===== config.mk =====
export PLATFORM = sky130hd
export DESIGN_NAME = load_store_unit
export DESIGN_NICKNAME = d
export VERILOG_FILES = /design/src/rtl/lsu_pkg.sv /design/src/rtl/lsu_lane_align.sv /design/src/rtl/load_store_unit.sv
export SDC_FILE = /design/constraint.sdc
export NUM_CORES = 1
export LEC_CHECK = 0
export BUFFER_PORTS_ARGS = -buffer_cell sky130_fd_sc_hd__buf_2
export CELL_PAD_IN_SITES_DETAIL_PLACEMENT = 1
export CELL_PAD_IN_SITES_GLOBAL_PLACEMENT = 1
export CORE_ASPECT_RATIO = 1.5
export CORE_MARGIN = 5
export CORE_UTILIZATION = 42
export CTS_CLUSTER_DIAMETER = 200
export CTS_CLUSTER_SIZE = 12
export DETAILED_ROUTE_END_ITERATION = 10
export PLACE_DENSITY_LB_ADDON = 0.1
export SYNTH_ARGS = -nofsm -noshare
export SYNTH_HDL_FRONTEND = slang
export SYNTH_SLANG_ARGS = --single-unit

===== constraint.sdc =====
create_clock -name clk -period 13.3 [get_ports clk]
set_input_delay 2.66 -clock clk [delete_from_list [all_inputs] [get_ports clk]]
set_output_delay 2.66 -clock clk [all_outputs]
set_load 0.02 [all_outputs]

===== src/rtl/lsu_pkg.sv =====
// Shared definitions for the load/store unit: FSM states, access-size
// encodings and byte-lane offsets.
package lsu_pkg;

  typedef enum logic [2:0] {
    ST_IDLE,
    ST_LOAD,
    ST_RMW_RD,
    ST_WRITE,
    ST_DONE,
    ST_FAULT
  } lsu_state_e;

  localparam logic [1:0] SZ_BYTE = 2'b00;
  localparam logic [1:0] SZ_HALF = 2'b01;
  localparam logic [1:0] SZ_WORD = 2'b10;  // 2'b11 also treated as word

  // Little-endian lane offsets within a word.
  localparam logic [1:0] OFF_B0  = 2'd0;
  localparam logic [1:0] HALF_LO = 2'd0;
  localparam logic [1:0] HALF_HI = 2'd2;

  // Any size with bit 1 set is a full-word access.
  function automatic logic is_word(input logic [1:0] size);
    return size[1];
  endfunction

endpackage


===== src/rtl/lsu_lane_align.sv =====
// Combinational lane logic: extracts and extends the addressed byte/half
// of a loaded word, and merges store data into the addressed lane.
module lsu_lane_align
  import lsu_pkg::*;
(
  input  logic [1:0]  size,
  input  logic        sign_ext,
  input  logic [1:0]  offset,
  input  logic [31:0] rdata,
  input  logic [31:0] old_word,
  input  logic [31:0] wdata,
  output logic [31:0] load_data,
  output logic [31:0] store_word
);

  logic [7:0]  byte_lane;
  logic [15:0] half_lane;

  // Load path: select lane, then sign- or zero-extend.
  always_comb begin
    byte_lane = rdata[{offset, 3'b000} +: 8];
    half_lane = (offset == HALF_HI) ? rdata[31:16] : rdata[15:0];
    case (size)
      SZ_BYTE: load_data = {{24{sign_ext & byte_lane[7]}}, byte_lane};
      SZ_HALF: load_data = {{16{sign_ext & half_lane[15]}}, half_lane};
      default: load_data = rdata;
    endcase
  end

  // Store path: replace only the addressed lane of the captured word.
  always_comb begin
    store_word = old_word;
    case (size)
      SZ_BYTE: store_word[{offset, 3'b000} +: 8] = wdata[7:0];
      SZ_HALF: begin
        if (offset == HALF_HI) store_word[31:16] = wdata[15:0];
        else                   store_word[15:0]  = wdata[15:0];
      end
      default: store_word = wdata;
    endcase
  end

endmodule


===== src/rtl/load_store_unit.sv =====
// MEM-stage load/store unit: single-outstanding access FSM with
// read-modify-write for sub-word stores and range/alignment faults.
// Optional macro LSU_MISALIGN_TRAP_EN: misaligned half/word accesses fault
// instead of having their low address bits silently cleared.
module load_store_unit
  import lsu_pkg::*;
#(
  parameter int unsigned MEM_WORDS = 8192
) (
  input  logic        clk,
  input  logic        rst,
  input  logic        req_valid,
  output logic        req_ready,
  input  logic        req_load,
  input  logic [1:0]  req_size,
  input  logic        req_signed,
  input  logic [31:0] req_addr,
  input  logic [31:0] req_wdata,
  output logic        resp_valid,
  output logic [31:0] resp_rdata,
  output logic        fault,
  output logic        stall,
  output logic [31:0] mem_addr,
  output logic [31:0] mem_wdata,
  output logic        mem_read,
  output logic        mem_write,
  input  logic [31:0] mem_rdata
);

  lsu_state_e  state, state_next;
  logic        load_q, signed_q;
  logic [1:0]  size_q;
  logic [31:0] addr_q, wdata_q, rmw_q, rdata_q;
  logic [31:0] load_data, store_word;
  logic        out_of_range, misalign, bad;
  logic [1:0]  eff_off;

  // Request checks and effective lane offset for the incoming address.
  always_comb begin
    out_of_range = ({2'b00, req_addr[31:2]} >= MEM_WORDS);
`ifdef LSU_MISALIGN_TRAP_EN
    misalign = (req_size == SZ_HALF && req_addr[0]) ||
               (is_word(req_size) && req_addr[1:0] != 2'b00);
    eff_off  = req_addr[1:0];
`else
    misalign = 1'b0;
    if (is_word(req_size))        eff_off = OFF_B0;
    else if (req_size == SZ_HALF) eff_off = {req_addr[1], 1'b0};
    else                          eff_off = req_addr[1:0];
`endif
    bad = out_of_range | misalign;
  end

  lsu_lane_align u_align (
    .size      (size_q),
    .sign_ext  (signed_q),
    .offset    (addr_q[1:0]),
    .rdata     (mem_rdata),
    .old_word  (rmw_q),
    .wdata     (wdata_q),
    .load_data (load_data),
    .store_word(store_word)
  );

  // State register.
  always_ff @(posedge clk or posedge rst) begin
    if (rst) state <= ST_IDLE;
    else     state <= state_next;
  end

  // Next-state and per-state strobes.
  always_comb begin
    state_next = state;
    req_ready  = 1'b0;
    mem_read   = 1'b0;
    mem_write  = 1'b0;
    resp_valid = 1'b0;
    fault      = 1'b0;
    case (state)
      ST_IDLE: begin
        req_ready = 1'b1;
        if (req_valid) begin
          if (bad)                    state_next = ST_FAULT;
          else if (req_load)          state_next = ST_LOAD;
          else if (is_word(req_size)) state_next = ST_WRITE;
          else                        state_next = ST_RMW_RD;
        end
      end
      ST_LOAD:   begin mem_read  = 1'b1; state_next = ST_DONE;  end
      ST_RMW_RD: begin mem_read  = 1'b1; state_next = ST_WRITE; end
      ST_WRITE:  begin mem_write = 1'b1; state_next = ST_DONE;  end
      ST_DONE:   begin resp_valid = 1'b1; state_next = ST_IDLE; end
      ST_FAULT:  begin resp_valid = 1'b1; fault = 1'b1; state_next = ST_IDLE; end
      default:   state_next = ST_IDLE;
    endcase
  end

  // Request latch, load result and RMW capture; result clears on accept so
  // stores and faults respond with zero.
  always_ff @(posedge clk or posedge rst) begin
    if (rst) begin
      load_q   <= 1'b0;
      signed_q <= 1'b0;
      size_q   <= SZ_BYTE;
      addr_q   <= '0;
      wdata_q  <= '0;
      rmw_q    <= '0;
      rdata_q  <= '0;
    end else begin
      case (state)
        ST_IDLE: if (req_valid) begin
          load_q   <= req_load;
          signed_q <= req_signed;
          size_q   <= req_size;
          addr_q   <= {req_addr[31:2], eff_off};
          wdata_q  <= req_wdata;
          rdata_q  <= '0;
        end
        ST_LOAD:   rdata_q <= load_data;
        ST_RMW_RD: rmw_q   <= mem_rdata;
        default: ;
      endcase
    end
  end

  assign stall      = (state != ST_IDLE);
  assign resp_rdata = rdata_q;
  assign mem_addr   = {addr_q[31:2], 2'b00};
  assign mem_wdata  = (state == ST_WRITE && !load_q) ? store_word : 32'h0;

endmodule


==> results.txt <==
Status -> finished clean
Avg Vias per Cell -> 5.895
Sequential area share after synthesis -> 47.24%
Area contributors post-synth -> dfrtp_1, nand2_1, mux2_2, a221oi_1, buf_4
Final hold violation count -> 0
Row cnt -> 58
DRT Pass-1 Iters -> 5
Max clock buf depth -> 2
DRT iter0 DRCs -> 478
Top FF cell, synth -> dfrtp_1
Final #Nets -> 1,002
Critical-path cell list -> inv_1 -> ha_1 -> nor4bb_2 -> a221oi_1 -> a211o_1 -> a21oi_1 -> buf_2
Core area -> 16,760 um^2
Most frequent cells in the layout -> nand2_1, buf_2, dfrtp_1
Cts bufs inserted -> 17
Post-synth top area share -> 47.24%
CP Data Required Time -> 10.64 ns
Max VDD drop -> 90.09 uV
Antenna Nets Post-Route -> 0
DPL Wire Length -> 18,410 um
Grt ovf -> 0
Die Y -> 169.8 um
Hold Crit Depth -> 2
Number of gates resized after CTS -> 0
Peak Freq -> 161.9 MHz
Post-synth cell types -> 43
Reg2Reg Depth -> 6
IO Count -> 205
Pwr dens -> 176.1 nW/um^2
CP Class -> reg -> out
Biggest area consumer among synthesized cells -> dfrtp_1
Buf+Inv Stages, Crit Path -> 2
Worst-path fanout max -> 14
Internal power -> 0.9441 mW
Switching Fraction -> 37.93%
CTS sink cnt -> 135
H-tree level count -> 4
Post-route clock period utilization -> 46.45%
Clock power share -> 32.2%
Critical path arrival -> 3.52 ns
CP endpoint kind -> output pin
Cell area after synthesis -> 7151 um^2
Gate Count Post-Synth -> 748
Max transition margin -> 20.37%
Clk slew on worst S/H paths -> 0.06 ns
FF+latch count, synth -> 135
Post-CTS Setup Inserts -> 0
Psw -> 0.5770 mW
Largest net degree at the start of global routing -> 84
Clk_skew -> 0.01665 ns
CP max-delay cell -> nor4bb_2
Root Buffer -> clkbuf_16
WL final -> 25,600 um
Combinational power share -> 30.3%
P_leak -> 4.400 nW
Die Span X -> 116.5 um
EDFF count, synth -> 0
DRC Markers -> 0
Critical path depth -> 7
Antenna violations before repair -> 3
Reg power frac -> 37.6%
Final Wtd Congestion -> 0.8945
Skew-Pair Late Insertion Delay -> 0.42 ns
Worst-margin pin slew -> 1.185 ns
Max-cap violations -> 0
First-pass GRT wire length -> 39,560 um
Fraction of layout cells with a size suffix above 1 -> 31.90%
All-layer global routing usage -> 26.15%
CTS tree -> yes
Max-slew violation count -> 0
Number of global-route vias before repair -> 6,999
Avg Cell Area, Syn -> 9.560 um^2
Starting Density -> 42.66%
DR WL/cell -> 22.92 um
Final Cell Area -> 8640 um^2
Max incr delay on CP -> 0.82 ns
Hold buffers post-CTS -> 0
Setup crit start kind -> register
Pwr Total -> 1.521 mW
Commonest non-fill, non-tap cell in the layout -> nand2_1
Placed Area -> 8034 um^2
Crit-path leading delay family -> simple AND/OR/NAND/NOR gates
Die ar. -> 19,790 um^2
Asr flop ratio synth -> 100.0%
Hold crit path type -> reg -> reg
Via count -> 6,585
Final setup vio count -> 0
Syn-to-layout area delta -> 20.82%
Crit path time final -> 6.178 ns
Port bufs -> 202
RSZ-0062 raised after global routing -> false
Setup TNS -> 0 ns
Synth warn -> 0
==> cells in the mapped netlist (3+ instances only) <==
library cell  instances
a21oi_1              26
mux2_2               32
mux4_1                6
nor4_1                3
a221o_1              17
a221oi_1             39
nor3_1               22
o221ai_1              6
buf_2                11
nand2_1             227
buf_4                35
o2bb2ai_1             7
nor2_1               13
ha_1                  6
clkbuf_1             35
a211o_1              17
nand3_1               6
nand2b_1              3
o21ai_0              11
dfrtp_1             135
mux2i_1              18
buf_1                 5
inv_1                18
o22ai_1              24
and2_1                3
==> per-stage QoR <==
step / instances / worst slack, ns / hold slack (ns) / util, %
3_5_place_dp: 1084 / 7.595 / 0.4569 / 47.93
2_1_floorplan: 749 / 7.029 / 0.4369 / -
3_3_place_gp: 1084 / 7.307 / 0.4486 / 47.89
6_report: 1117 / 7.122 / 0.4688 / 51.54
5_1_grt: 1117 / 6.882 / 0.4990 / 51.54
4_1_cts: 1116 / 7.126 / 0.4730 / 51.52
==> cell type report <==
cell class	count	area, um^2
timing repair buffer	213	1094
fill	1993	8124
antenna	1	2.502
sequential	135	3378
inverter	18	72.57
tap	210	262.8
clock buffer	18	439.2
multi-input combinational	508	3227
clock inverter	14	163.9
==> final timing paths <==
path | from | endpoint | slack [ns]
worst max-delay path | addr_q[0] | mem_wdata[16] | 7.12
worst min register to register | addr_q[22] | addr_q[22] | 0.47
min in group asynchronous | rst | load_q | 2.40
worst min-delay path | addr_q[22] | addr_q[22] | 0.47
max in group asynchronous | rst | wdata_q[16] | 9.65
worst max register to register | addr_q[0] | resp_rdata[16] | 10.25
==> cells by family after synthesis <==
kind of cell | Yosys count | synth area share [%]
other | 1 | 0.05244
adders and majority gates | 6 | 1.050
and+or+nand+nor | 291 | 17.22
buffers and inverters | 106 | 7.804
muxes | 58 | 10.39
DFF | 135 | 47.24
AOI/OAI and AO/OA | 151 | 16.24
==> registers in the layout (all words and copies together) (netlist names) <==
name	cells
addr_q	32
rmw_q	32
load_q	1
signed_q	1
size_q	2
resp_rdata	32
state	3
wdata_q	32
==> worst min-delay path, stage by stage, from the launching register on <==
cell and delay, ns:
dfrtp_1 0.34, nand2_1 0.05, nand2_1 0.05
==> power groups by stage <==
stage                     combinational (mW)  clock [mW]  sequential (mW)
after CTS                              0.464       0.498            0.572
final                                  0.460       0.490            0.571
after detailed placement               0.462           0            0.578
after floorplan                        0.312           0            0.588
after global placement                 0.446           0            0.572
after global routing                   0.503       0.518            0.582
==> per-layer routing <==
metal  part of all wire, %  track usage, %  routed length (um)  vias up
met4                   5.0           13.97                1285        4
met2                    49           43.50               12610      303
met5                 0.074               0                  19        -
met1                    38           31.21                9762     3279
li1                      -               -                   -     2919
met3                   7.5           5.780                1925       80
(Power assumes the default switching activity.)
